===== config.mk =====
export PLATFORM = sky130hd
export DESIGN_NAME = hunch_game_n
export DESIGN_NICKNAME = d
export VERILOG_FILES = /design/src/rtl/hunch_pkg.sv /design/src/rtl/hunch_score_bank.sv /design/src/rtl/hunch_game_n.sv
export SDC_FILE = /design/constraint.sdc
export NUM_CORES = 1
export LEC_CHECK = 0
export CAP_MARGIN = 20
export CORE_ASPECT_RATIO = 0.9
export CORE_MARGIN = 2
export CORE_UTILIZATION = 40
export DETAILED_ROUTE_END_ITERATION = 7
export GPL_TIMING_DRIVEN = 0
export PLACE_DENSITY = 0.61
export SYNTH_ARGS = -nofsm -noshare
export SYNTH_HDL_FRONTEND = slang
export SYNTH_HIERARCHICAL = 1
export SYNTH_SLANG_ARGS = --single-unit

===== constraint.sdc =====
create_clock -name CLK -period 2.7 [get_ports CLK]
set_input_delay 0.675 -clock CLK [delete_from_list [all_inputs] [get_ports CLK]]
set_output_delay 0.675 -clock CLK [all_outputs]
set_load 0.01 [all_outputs]

===== src/rtl/hunch_pkg.sv =====
`default_nettype none
// ============================================================================
//  Module      : hunch_pkg
//  Description : Shared types and helpers for the N-player hunch game
//                controller: FSM state encoding, player-count bound and a
//                popcount over the widest supported player vector.
//  Revision    : 1.0  initial release
// ============================================================================
package hunch_pkg;

   localparam int MAX_PLAYERS = 8;

   typedef enum logic [1:0] {
      S_IDLE   = 2'd0,
      S_ARM    = 2'd1,
      S_PLAY   = 2'd2,
      S_RESULT = 2'd3
   } state_t;

   // Number of set bits in a player vector padded to MAX_PLAYERS.
   function automatic logic [3:0] popcount8(input logic [MAX_PLAYERS-1:0] v);
      logic [3:0] n;
      n = '0;
      for (int i = 0; i < MAX_PLAYERS; i++) begin
         n = n + {3'b000, v[i]};
      end
      return n;
   endfunction

endpackage
`default_nettype wire


===== src/rtl/hunch_score_bank.sv =====
`default_nettype none
// ============================================================================
//  Module      : hunch_score_bank
//  Description : Bank of per-player saturating win counters. CLR wipes every
//                counter and wins over an increment in the same cycle.
//  Revision    : 1.0  initial release
// ============================================================================
module hunch_score_bank #(
   parameter int NUM_PLAYERS = 4,
   parameter int SCORE_W     = 4
) (
   input  logic                           CLK,
   input  logic                           RST,
   input  logic                           CLR,
   input  logic [NUM_PLAYERS-1:0]         INC,
   output logic [NUM_PLAYERS*SCORE_W-1:0] SCORES
);

   localparam logic [SCORE_W-1:0] c_SCORE_MAX = '1;

   generate
      for (genvar g = 0; g < NUM_PLAYERS; g++) begin : g_ctr
         logic [SCORE_W-1:0] r_cnt;

         // Saturating win counter for one player; clear takes priority.
         always_ff @(posedge CLK or negedge RST) begin
            if (!RST) begin
               r_cnt <= '0;
            end else if (CLR) begin
               r_cnt <= '0;
            end else if (INC[g] && (r_cnt != c_SCORE_MAX)) begin
               r_cnt <= r_cnt + SCORE_W'(1);
            end
         end

         assign SCORES[g*SCORE_W +: SCORE_W] = r_cnt;
      end
   endgenerate

endmodule
`default_nettype wire


===== src/rtl/hunch_game_n.sv =====
`default_nettype none
// ============================================================================
//  Module      : hunch_game_n
//  Description : N-player hunch game round controller (2..8 players). Players
//                stand one at a time; simultaneous standers lose, the last
//                seated player loses, and a silence timeout makes every seated
//                player lose. Produces winner/loser masks, a DONE strobe and
//                saturating per-player win counters.
//  Revision    : 1.0  initial release
// ============================================================================
module hunch_game_n
   import hunch_pkg::*;
#(
   parameter int NUM_PLAYERS    = 4,
   parameter int TIMEOUT_CYCLES = 1000,
   parameter int SCORE_W        = 4
) (
   input  logic                           CLK,
   input  logic                           RST,
   input  logic                           START,
   input  logic                           CLR_SCORE,
   input  logic [NUM_PLAYERS-1:0]         STAND,
   output logic [NUM_PLAYERS-1:0]         STAND_DISP,
   output logic                           ARMED,
   output logic                           DONE,
   output logic [NUM_PLAYERS-1:0]         WINNER_MASK,
   output logic [NUM_PLAYERS-1:0]         LOSER_MASK,
   output logic                           TIMED_OUT,
   output logic [NUM_PLAYERS*SCORE_W-1:0] SCORES
);

   // A zero TIMEOUT_CYCLES disables the timeout; keep a 1-bit counter then.
   localparam bit            c_TO_EN = (TIMEOUT_CYCLES != 0);
   localparam int            c_TW    = c_TO_EN ? $clog2(TIMEOUT_CYCLES + 1) : 1;
   localparam logic [c_TW-1:0] c_TLAST = c_TO_EN ? c_TW'(TIMEOUT_CYCLES - 1) : '0;

   state_t                  r_state, w_state_nxt;
   logic [NUM_PLAYERS-1:0]  r_stood, w_stood_nxt;
   logic [NUM_PLAYERS-1:0]  r_win, w_win_nxt;
   logic [NUM_PLAYERS-1:0]  r_lose, w_lose_nxt;
   logic                    r_to, w_to_nxt;
   logic [c_TW-1:0]         r_tcnt, w_tcnt_nxt;
   logic [NUM_PLAYERS-1:0]  r_stand_disp;

   logic [NUM_PLAYERS-1:0]  w_new, w_rem;
   logic [MAX_PLAYERS-1:0]  w_new8, w_rem8;
   logic [3:0]              w_new_cnt, w_rem_cnt;
   logic [NUM_PLAYERS-1:0]  w_score_inc;

   // Newly standing players this cycle and players still seated.
   assign w_new = STAND & ~r_stood;
   assign w_rem = ~r_stood;

   // Pad the player vectors to the package popcount width.
   always_comb begin
      w_new8 = '0;
      w_rem8 = '0;
      w_new8[NUM_PLAYERS-1:0] = w_new;
      w_rem8[NUM_PLAYERS-1:0] = w_rem;
   end

   assign w_new_cnt = popcount8(w_new8);
   assign w_rem_cnt = popcount8(w_rem8);

   // Next-state and round bookkeeping decisions.
   always_comb begin
      w_state_nxt = r_state;
      w_stood_nxt = r_stood;
      w_win_nxt   = r_win;
      w_lose_nxt  = r_lose;
      w_to_nxt    = r_to;
      w_tcnt_nxt  = r_tcnt;
      case (r_state)
         S_IDLE: begin
            if (START) begin
               w_state_nxt = S_ARM;
               w_stood_nxt = '0;
               w_win_nxt   = '0;
               w_lose_nxt  = '0;
               w_to_nxt    = 1'b0;
               w_tcnt_nxt  = '0;
            end
         end
         S_ARM: begin
            // Only start play once every player is seated.
            if (STAND == '0) begin
               w_state_nxt = S_PLAY;
            end
         end
         S_PLAY: begin
            if (w_new_cnt >= 4'd2) begin
               // Collision: everyone who stood together loses.
               w_lose_nxt  = w_new;
               w_win_nxt   = r_stood;
               w_state_nxt = S_RESULT;
            end else if (w_new_cnt == 4'd1) begin
               w_stood_nxt = r_stood | w_new;
               w_tcnt_nxt  = '0;
               if (w_rem_cnt <= 4'd2) begin
                  // One seat left after this stand: that player loses.
                  w_win_nxt   = r_stood | w_new;
                  w_lose_nxt  = w_rem & ~w_new;
                  w_state_nxt = S_RESULT;
               end
            end else if (c_TO_EN) begin
               if (r_tcnt == c_TLAST) begin
                  w_lose_nxt  = w_rem;
                  w_win_nxt   = r_stood;
                  w_to_nxt    = 1'b1;
                  w_state_nxt = S_RESULT;
               end else begin
                  w_tcnt_nxt = r_tcnt + c_TW'(1);
               end
            end
         end
         S_RESULT: begin
            w_state_nxt = S_IDLE;
         end
         default: begin
            w_state_nxt = S_IDLE;
         end
      endcase
   end

   // State, masks, timeout counter and stand display registers.
   always_ff @(posedge CLK or negedge RST) begin
      if (!RST) begin
         r_state      <= S_IDLE;
         r_stood      <= '0;
         r_win        <= '0;
         r_lose       <= '0;
         r_to         <= 1'b0;
         r_tcnt       <= '0;
         r_stand_disp <= '0;
      end else begin
         r_state      <= w_state_nxt;
         r_stood      <= w_stood_nxt;
         r_win        <= w_win_nxt;
         r_lose       <= w_lose_nxt;
         r_to         <= w_to_nxt;
         r_tcnt       <= w_tcnt_nxt;
         r_stand_disp <= STAND;
      end
   end

   // Winners of the round are credited on the edge that leaves RESULT.
   assign w_score_inc = (r_state == S_RESULT) ? r_win : '0;

   hunch_score_bank #(
      .NUM_PLAYERS (NUM_PLAYERS),
      .SCORE_W     (SCORE_W)
   ) u_score_bank (
      .CLK    (CLK),
      .RST    (RST),
      .CLR    (CLR_SCORE),
      .INC    (w_score_inc),
      .SCORES (SCORES)
   );

   assign STAND_DISP  = r_stand_disp;
   assign ARMED       = (r_state == S_PLAY);
   assign DONE        = (r_state == S_RESULT);
   assign WINNER_MASK = r_win;
   assign LOSER_MASK  = r_lose;
   assign TIMED_OUT   = r_to;

endmodule
`default_nettype wire


==> metrics, run 1 <==
largest area contributor in the netlist dfrtp_1; CTS HTree Levels 2; syn_area_per_cell 10.4 µm²; layout cell share with drive strength beyond 1 21.8%; drt pass-1 iters 4; CTS Buf Count 5; DR vias/cell 5.28; Starting Density 40.8%; top_reg_cell synth dfrtp_1; setup ws final -0.0269 ns; final wirelength 6.28 mm; Slew @ Worst Pin 0.616 ns; leakage 1.58 nW; Syn Nets 297; CTS clk-pin slew, worst paths 0.09 ns; fin crit share 101%; core area 6970 µm²; outcome finished with violations; diodes inserted 0; die width 92.8 µm; Total Routing Usage GR 17.1%; global-route wire length before repair 10.6 mm; largest net degree at the start of global routing 35; area grow syn2layout 29.4%; PortBufs 38; deepest clock path buffer count 2; Synth area leaders dfrtp_1 40%, ha_1 6.6%, mux2i_1 6.0%, a21oi_1 3.5%, o211ai_1 2.9%; NumNets Final 349; power density over the cells 951 nW/µm²; VDD IR max 0.000835 V; crit path max fanout 7; routability congestion estimate 0.877; Synth Instances 272; DRC violations left 0; initial DRC count 69; FF+latch count, synth 45; Distinct cells, synth 57; FP Rows 29; die span in y 83.9 µm; vias in the first global route 2124; clk sinks 45; post-detail-place hpwl 4.48 mm; total grt overflow 0; skew final 0.00741 ns; CTS root buf clkbuf_8; synth warn 6; Clk Latency, worst-skew pair 0.31 ns; I/O Pins 39; Slew Viols, Final 0; Crit path required time 2.89 ns; Max-slew headroom 57.8%; register area share after synthesis 39.7%; initial antenna violation count 0; Worst Hold Slack 0.245 ns; CTS tree built; Max Cap Viol 0; Worst Hold Class in -> async; unrepaired setup endpoints after global routing yes; Tmin final 2.73 ns; # hold bufs at CTS 0; violated checks setup timing; maximum clock frequency 367 MHz; CP endpoint kind register; post-synth top area share 39.7%; final setup violation count 2; total vias in the final route 2209; most common cell after layout, fill and taps aside dfrtp_1; die area 7790 µm²; WL/cell 15.0 µm; placed instance count 404; Synth async-reset ratio 100%; Post-Syn Area 2840 µm²; final cell count without fillers 418; most frequent cells in the layout 42 x dfrtp_1, 33 x clkdlybuf4s50_1, 20 x a21oi_1; crit path kind in -> reg; Crit path arrival time 2.92 ns; ANT nets after route 0; Hold Fails Final Rpt 0; number of synthesized flops with an enable pin 0; Worst Setup Start Kind primary input
## state kept, by name (all words and copies together), names as in the netlist
register and count:
r_stood 4, STAND_DISP 4, TIMED_OUT 1, r_state 2, u_score_bank/g_ctr.r_cnt 16, LOSER_MASK 4, r_tcnt 10, WINNER_MASK 4
## worst paths after layout
kind	end	cells past startpoint	startpoint	slack [ns]
worst max-delay path	r_state[1]	10	STAND[0]	-0.03
worst max register to register	r_state[1]	8	r_stood[1]	0
max in group asynchronous	r_stood[3]	2	RST	1.96
worst min-delay path	u_score_bank/g_ctr[3].r_cnt[3]	1	RST	0.25
worst min register to register	TIMED_OUT	2	TIMED_OUT	0.52
min in group CLK	STAND_DISP[3]	1	STAND[3]	0.50
## metrics by stage
step,TNS (ns),total power (W),area [µm²],util [%],setup WS [ns]
after floorplan,-1.59,0.00221,2910,-,-0.197
after global placement,-37.68,0.00264,3410,48.9,-1.06
after detailed placement,-21.25,0.00267,3420,49.1,-1.07
after CTS,-0.0466,0.00340,3640,52.2,-0.0465
after global routing,-0.864,0.00376,3670,52.7,-0.111
final,-0.0433,0.00349,3670,52.7,-0.0269
## cells in the mapped netlist (3+ instances only)
master     n
dfrtp_1   45
a21oi_1   20
inv_1     18
mux2i_1   17
ha_1      15
nor2_1    13
nand2b_1  12
nor2b_1   11
o211ai_1  11
nand4_1    9
nand2_1    7
nor3_1     6
buf_2      5
and2_1     4
and2b_1    4
and3_4     4
and4b_1    4
mux2_1     4
mux2_4     4
nand3_1    4
nor2b_4    4
o21ai_0    4
or2_0      4
o21bai_1   3
## kinds of logic (layout without fill, tap and decap cells)
kind of cell / count (synthesis) / count (layout) / share of synthesized area [%]
AO/OA/AOI/OAI: 54 / 54 / 13.4
adder cells (fa/ha/maj): 17 / 17 / 8.02
multiplexers: 26 / 26 / 10.1
XOR/XNOR: 1 / 1 / 0.309
AND/OR/NAND/NOR: 103 / 103 / 24.6
buffers and inverters: 26 / 79 / 3.92
flip-flops: 45 / 45 / 39.7
## metal layers
layer	global-route usage, %	up-vias	wire length, µm
met5	0	-	0
met4	6.95	0	116
met3	3.25	9	233
met2	25.4	47	2780
met1	24.3	1062	3150
li1	-	1091	-
## repair_timing
action,in CTS,in global routing
buffers inserted,7,1
pin swaps,7,9
gates resized for setup,37,8
setup endpoints to repair,25,17
hold endpoints to repair,0,0
## worst max-delay path, stage by stage
cell and delay (ns):
buf_8 0.10, nor2b_4 0.12, fa_1 0.53, ha_2 0.19, inv_2 0.04, ha_4 0.30, and4bb_4 0.23, a311oi_2 0.30
o21ai_1 0.15, mux2_2 0.29
## layout make-up
cell class | instances | area (µm²)
timing repair buffer | 47 | 473
fill | 639 | 3290
sequential | 45 | 1130
multi-input combinational | 201 | 1740
buffer | 6 | 35.0
clock inverter | 1 | 30.0
tap | 93 | 116
inverter | 18 | 67.6
clock buffer | 7 | 86.3
## power by group
part,total [W],internal (W),switching (W)
registers,0.000918,0.000790,0.000128
clock network,0.000550,0.000302,0.000247
logic,0.00203,0.00100,0.00102
Note: power is estimated with default switching activity, not from simulation.
==> run 2: changes to the inputs <==
Settings changed: CORE_UTILIZATION 40 to 50, PLACE_DENSITY 0.61 to 0.74.
==> run 2 against run 1 <==
  * The flow still finishes with violations (setup timing)
  * Utilization is 12 points higher
  * Non-clock buffer count did not move
  * First-iteration DRC count rose by 59%
  * Critical path depth unchanged
  * Wire length down 2.4%
  * Clock-buffer cell count unchanged
  * Critical path type unchanged
  * Largest cell class unchanged
==> metrics, run 2 (synthesis results as in run 1) <==
maximum clock frequency 364 MHz; NumNets Final 349; Slew @ Worst Pin 0.630 ns; Layout fillers 420; overall power 0.00350 W; outcome finished with violations; final wirelength 6.13 mm; Post-DP Area 3390 µm²; CTS clk-pin slew, worst paths 0.09 ns; CTS tree built; setup ws final -0.0446 ns; die span in y 75.5 µm; Combinational Power Share 58.4%; unrepaired setup endpoints after global routing yes; Slew Viols, Final 0; most frequent cells in the layout 42 x dfrtp_1, 33 x clkdlybuf4s50_1, 19 x a21oi_1; global-route wire length before repair 10.8 mm; skew final 0.00778 ns; most common cell after layout, fill and taps aside dfrtp_1; Largest Register u_score_bank/g_ctr.r_cnt; die area 6300 µm²; Worst Setup Start Kind primary input; placed instance count 381; Clk Latency, worst-skew pair 0.30 ns; Total Routing Usage GR 21.4%; VDD IR max 0.00111 V; PortBufs 38; total vias in the final route 2285; clk sinks 45; WL/cell 15.5 µm; worst r2r src r_stood[0]; Crit path required time 2.93 ns; Max-slew headroom 56.8%; setup tns final -0.102 ns; crit path max fanout 8; DRC violations left 0; top flop regs u_score_bank/g_ctr.r_cnt (16), r_tcnt (10); drt pass-1 iters 4; Final Cell Area 3650 µm²; ANT nets after route 0; CTS root buf clkbuf_8; FP Rows 26; largest net degree at the start of global routing 26; Crit path arrival time 2.97 ns; Tmin final 2.74 ns; P_int 0.00210 W; R2R Path End r_state[1]; Flop pwr share 26.2%; CP endpoint kind register; Psw 0.00140 W; die width 83.4 µm; DR vias/cell 5.78; final setup violation count 6; initial DRC count 110; I/O Pins 39; leakage 1.58 nW; Hold Fails Final Rpt 0; violated checks setup timing; Switching Fraction 40.1%; total grt overflow 0; max reg flops 16; core area 5600 µm²; vias in the first global route 2266; area grow syn2layout 28.5%; CTS HTree Levels 2; post-detail-place hpwl 4.33 mm; crit path kind in -> reg; final cell count without fillers 395; Worst Hold Class in -> async; Reg2Reg Depth 8; fin crit share 102%; layout cell share with drive strength beyond 1 22.8%; # hold bufs at CTS 0; CTS Buf Count 5; deepest clock path buffer count 2; diodes inserted 0; Starting Density 50.7%; routability congestion estimate 0.852; Max Cap Viol 0; power share of the clock group 15.4%; power density over the cells 960 nW/µm²; Worst R2R Setup Slack 0.04 ns; initial antenna violation count 0
run 2: critical path: stages:
cell and delay (ns):
buf_12 0.10, nor2b_4 0.12, fa_1 0.54, ha_2 0.19
inv_2 0.05, ha_4 0.25, and4bb_4 0.24, or3_4 0.40
a211oi_4 0.21, mux2i_1 0.21
run 2: through the flow:
step	hold slack (ns)	worst slack (ns)	utilization, %
after global placement	0.488	-1.04	60.4
final	0.335	-0.0446	65.2
after CTS	0.351	-0.0666	64.6
after floorplan	0.379	-0.197	-
after global routing	0.365	-0.117	65.2
after detailed placement	0.494	-1.05	60.6
run 2: area by class of cell:
class	count	area, µm²	area share (%)
well taps	70	87.6	2.40
inverters	18	67.6	1.85
repair buffers	47	474	13.0
multi-input cells	201	1740	47.6
flip-flops and latches	45	1130	31.0
plain buffers	6	35.0	0.960
clock inverters	1	30.0	0.823
clock buffers	7	86.3	2.37
run 2: power groups by stage:
stage	sequential (W)	combinational (W)	clock (W)
6_report	0.000919	0.00204	0.000540
5_1_grt	0.000933	0.00225	0.000581
4_1_cts	0.000909	0.00191	0.000554
3_5_place_dp	0.000911	0.00175	0
3_3_place_gp	0.000907	0.00171	0
2_1_floorplan	0.000901	0.00131	0
run 2: per-layer routing:
layer  up-vias  GRT usage, %  routed length (µm)
li1       1087             -                   -
met1      1139          29.0                2950
met2        50          35.5                2860
met3         9          3.90                 241
met4         0          7.35                  80
met5         -             0                   0
run 2: repair_timing:
action                     CTS  global route
resized for setup           38            12
buffers inserted             7             1
setup endpoints to repair   25            19
cloned                       0             0
pin swaps                    8            10
run 2: worst max path at each step:
stage               startpoint             to  depth (start not counted)  slack, ns
detailed placement    STAND[1]      r_tcnt[4]                         11      -1.05
global placement      STAND[1]      r_tcnt[4]                         11      -1.04
floorplan             STAND[1]      r_tcnt[4]                         10      -0.20
CTS                   STAND[3]      r_tcnt[4]                         10      -0.07
finish                STAND[3]      r_tcnt[4]                         10      -0.04
global route          STAND[3]  LOSER_MASK[0]                         11      -0.12
==> run 3: changes to the inputs <==
Settings changed: PLACE_DENSITY 0.74 to 0.71.
Clock period 2.7 ns to 2.93 ns, I/O delays scaled along.
==> run 3 against run 2 <==
  * The flow now finishes without violations
  * Clock-buffer cell count is 1 lower
  * First-iteration DRC count is 2.7% higher
  * Critical path depth is 1 higher
  * Critical path type unchanged
==> metrics, run 3 (synthesis results as in run 1) <==
outcome finished, final reports clean; power density over the cells 861 nW/µm²; routability congestion estimate 0.864; CTS tree built; Largest Register u_score_bank/g_ctr.r_cnt; CP max stage delay 0.55 ns; Worst Hold Class in -> async; CP cell instances buf_4, nor2b_4, fa_1, ha_2, inv_2, ha_4, clkbuf_2, and4bb_4, a311oi_2, o21ai_1, mux2_2; CP endpoint kind register; CP max-delay cell fa_1; area grow syn2layout 25.2%; Clk Latency, worst-skew pair 0.30 ns; most frequent cells in the layout 45 x dfrtp_1, 34 x clkdlybuf4s50_1, 20 x a21oi_1; total grt overflow 0; CTS clk-pin slew, worst paths 0.09 ns; skew final 0.00984 ns; CTS HTree Levels 2; Total Routing Usage GR 18.9%; FP Rows 26; Starting Density 50.7%; Slew Viols, Final 0; crit path kind in -> reg; final wirelength 5.82 mm; Worst Setup Start Kind primary input; diodes inserted 0; post-detail-place hpwl 4.21 mm; maximum clock frequency 353 MHz; final core occ 63.5%; die span in y 75.5 µm; Crit path required time 3.12 ns; Tmin final 2.84 ns; largest net degree at the start of global routing 32; drt pass-1 iters 4; PortBufs 38; fin crit share 96.8%; setup ws final 0.0933 ns; Slew @ Worst Pin 0.630 ns; crit path max fanout 9; dpl ws -0.860 ns; WL/cell 14.9 µm; Crit path arrival time 3.03 ns; core area 5600 µm²; CTS Buf Count 5; Max-slew headroom 56.8%; Hold Fails Final Rpt 0; max reg flops 16; vias in the first global route 1966; final setup violation count 0; total vias in the final route 2186; global-route wire length before repair 9.54 mm; Layout fillers 465; ANT nets after route 0; leakage 1.54 nW; unrepaired setup endpoints after global routing no; Max Cap Viol 0; clk sinks 45; top flop regs u_score_bank/g_ctr.r_cnt (16), r_tcnt (10); CTS root buf clkbuf_8; deepest clock path buffer count 2; initial antenna violation count 0; die width 83.4 µm; VDD IR max 0.000526 V; DR vias/cell 5.58; layout cell share with drive strength beyond 1 17.7%; I/O Pins 39; # hold bufs at CTS 0; NumNets Final 346; most common cell after layout, fill and taps aside dfrtp_1; die area 6300 µm²; DRC violations left 0; initial DRC count 113
==> run 3: final timing paths <==
kind | slack, ns | to | cells past startpoint | from
setup / recovery | 0.09 | r_state[1] | 11 | STAND[0]
hold / removal | 0.33 | STAND_DISP[0] | 1 | RST
setup reg to reg | 0.11 | r_state[1] | 8 | r_stood[0]
max in group asynchronous | 2.11 | r_tcnt[2] | 2 | RST
hold reg to reg | 0.52 | r_tcnt[0] | 1 | r_tcnt[0]
min in group CLK | 0.52 | r_tcnt[0] | 1 | r_tcnt[0]
==> run 3: power breakdown <==
| part | internal [W] | total [W] | switching (W) |
|---|---|---|---|
| clock network | 0.000278 | 0.000504 | 0.000227 |
| logic | 0.000827 | 0.00173 | 0.000901 |
| registers | 0.000723 | 0.000828 | 0.000105 |
==> run 3: layout make-up <==
cell class              count  area (µm²)  area share, %
well taps                  70        87.6           2.46
multi-input cells         201        1680           47.3
clock buffers               6        82.6           2.32
inverters                  18        67.6           1.90
plain buffers               7        40.0           1.13
flip-flops and latches     45        1130           31.7
repair buffers             43         430           12.1
clock inverters             2        37.5           1.06
==> run 3: critical path, delay by kind of cell <==
family	cells	cell delay, ns
simple gates	2	0.39
buf+inv	3	0.35
compound gates	2	0.39
mux	1	0.28
fa+ha+maj	3	0.88
==> run 3: routing by layer <==
layer  share of wire [%]  up-vias  global-route usage (%)
met5                   0        -                       0
met4                0.94        0                    6.09
met3                 4.2        5                    3.58
met2                  45       50                    30.3
met1                  49     1050                    26.5
li1                    -     1081                       -
==> run 3: per-stage QoR <==
step | instance area (µm²) | power (W) | cells | setup TNS (ns) | hold slack, ns
finish | 3550 | 0.00306 | 392 | 0 | 0.335
global route | 3550 | 0.00330 | 392 | 0 | 0.359
CTS | 3490 | 0.00294 | 389 | 0 | 0.341
detailed placement | 3360 | 0.00240 | 381 | -16.61 | 0.502
global placement | 3350 | 0.00237 | 380 | -22.77 | 0.496
floorplan | 2880 | 0.00199 | 272 | -0.0249 | 0.437
==> run 3: repair_timing <==
| action | CTS | global route |
|---|---|---|
| resized for setup | 22 | 7 |
| pin swaps | 6 | 5 |
| endpoints found under the setup margin | 25 | 15 |
| buffers inserted | 1 | 3 |
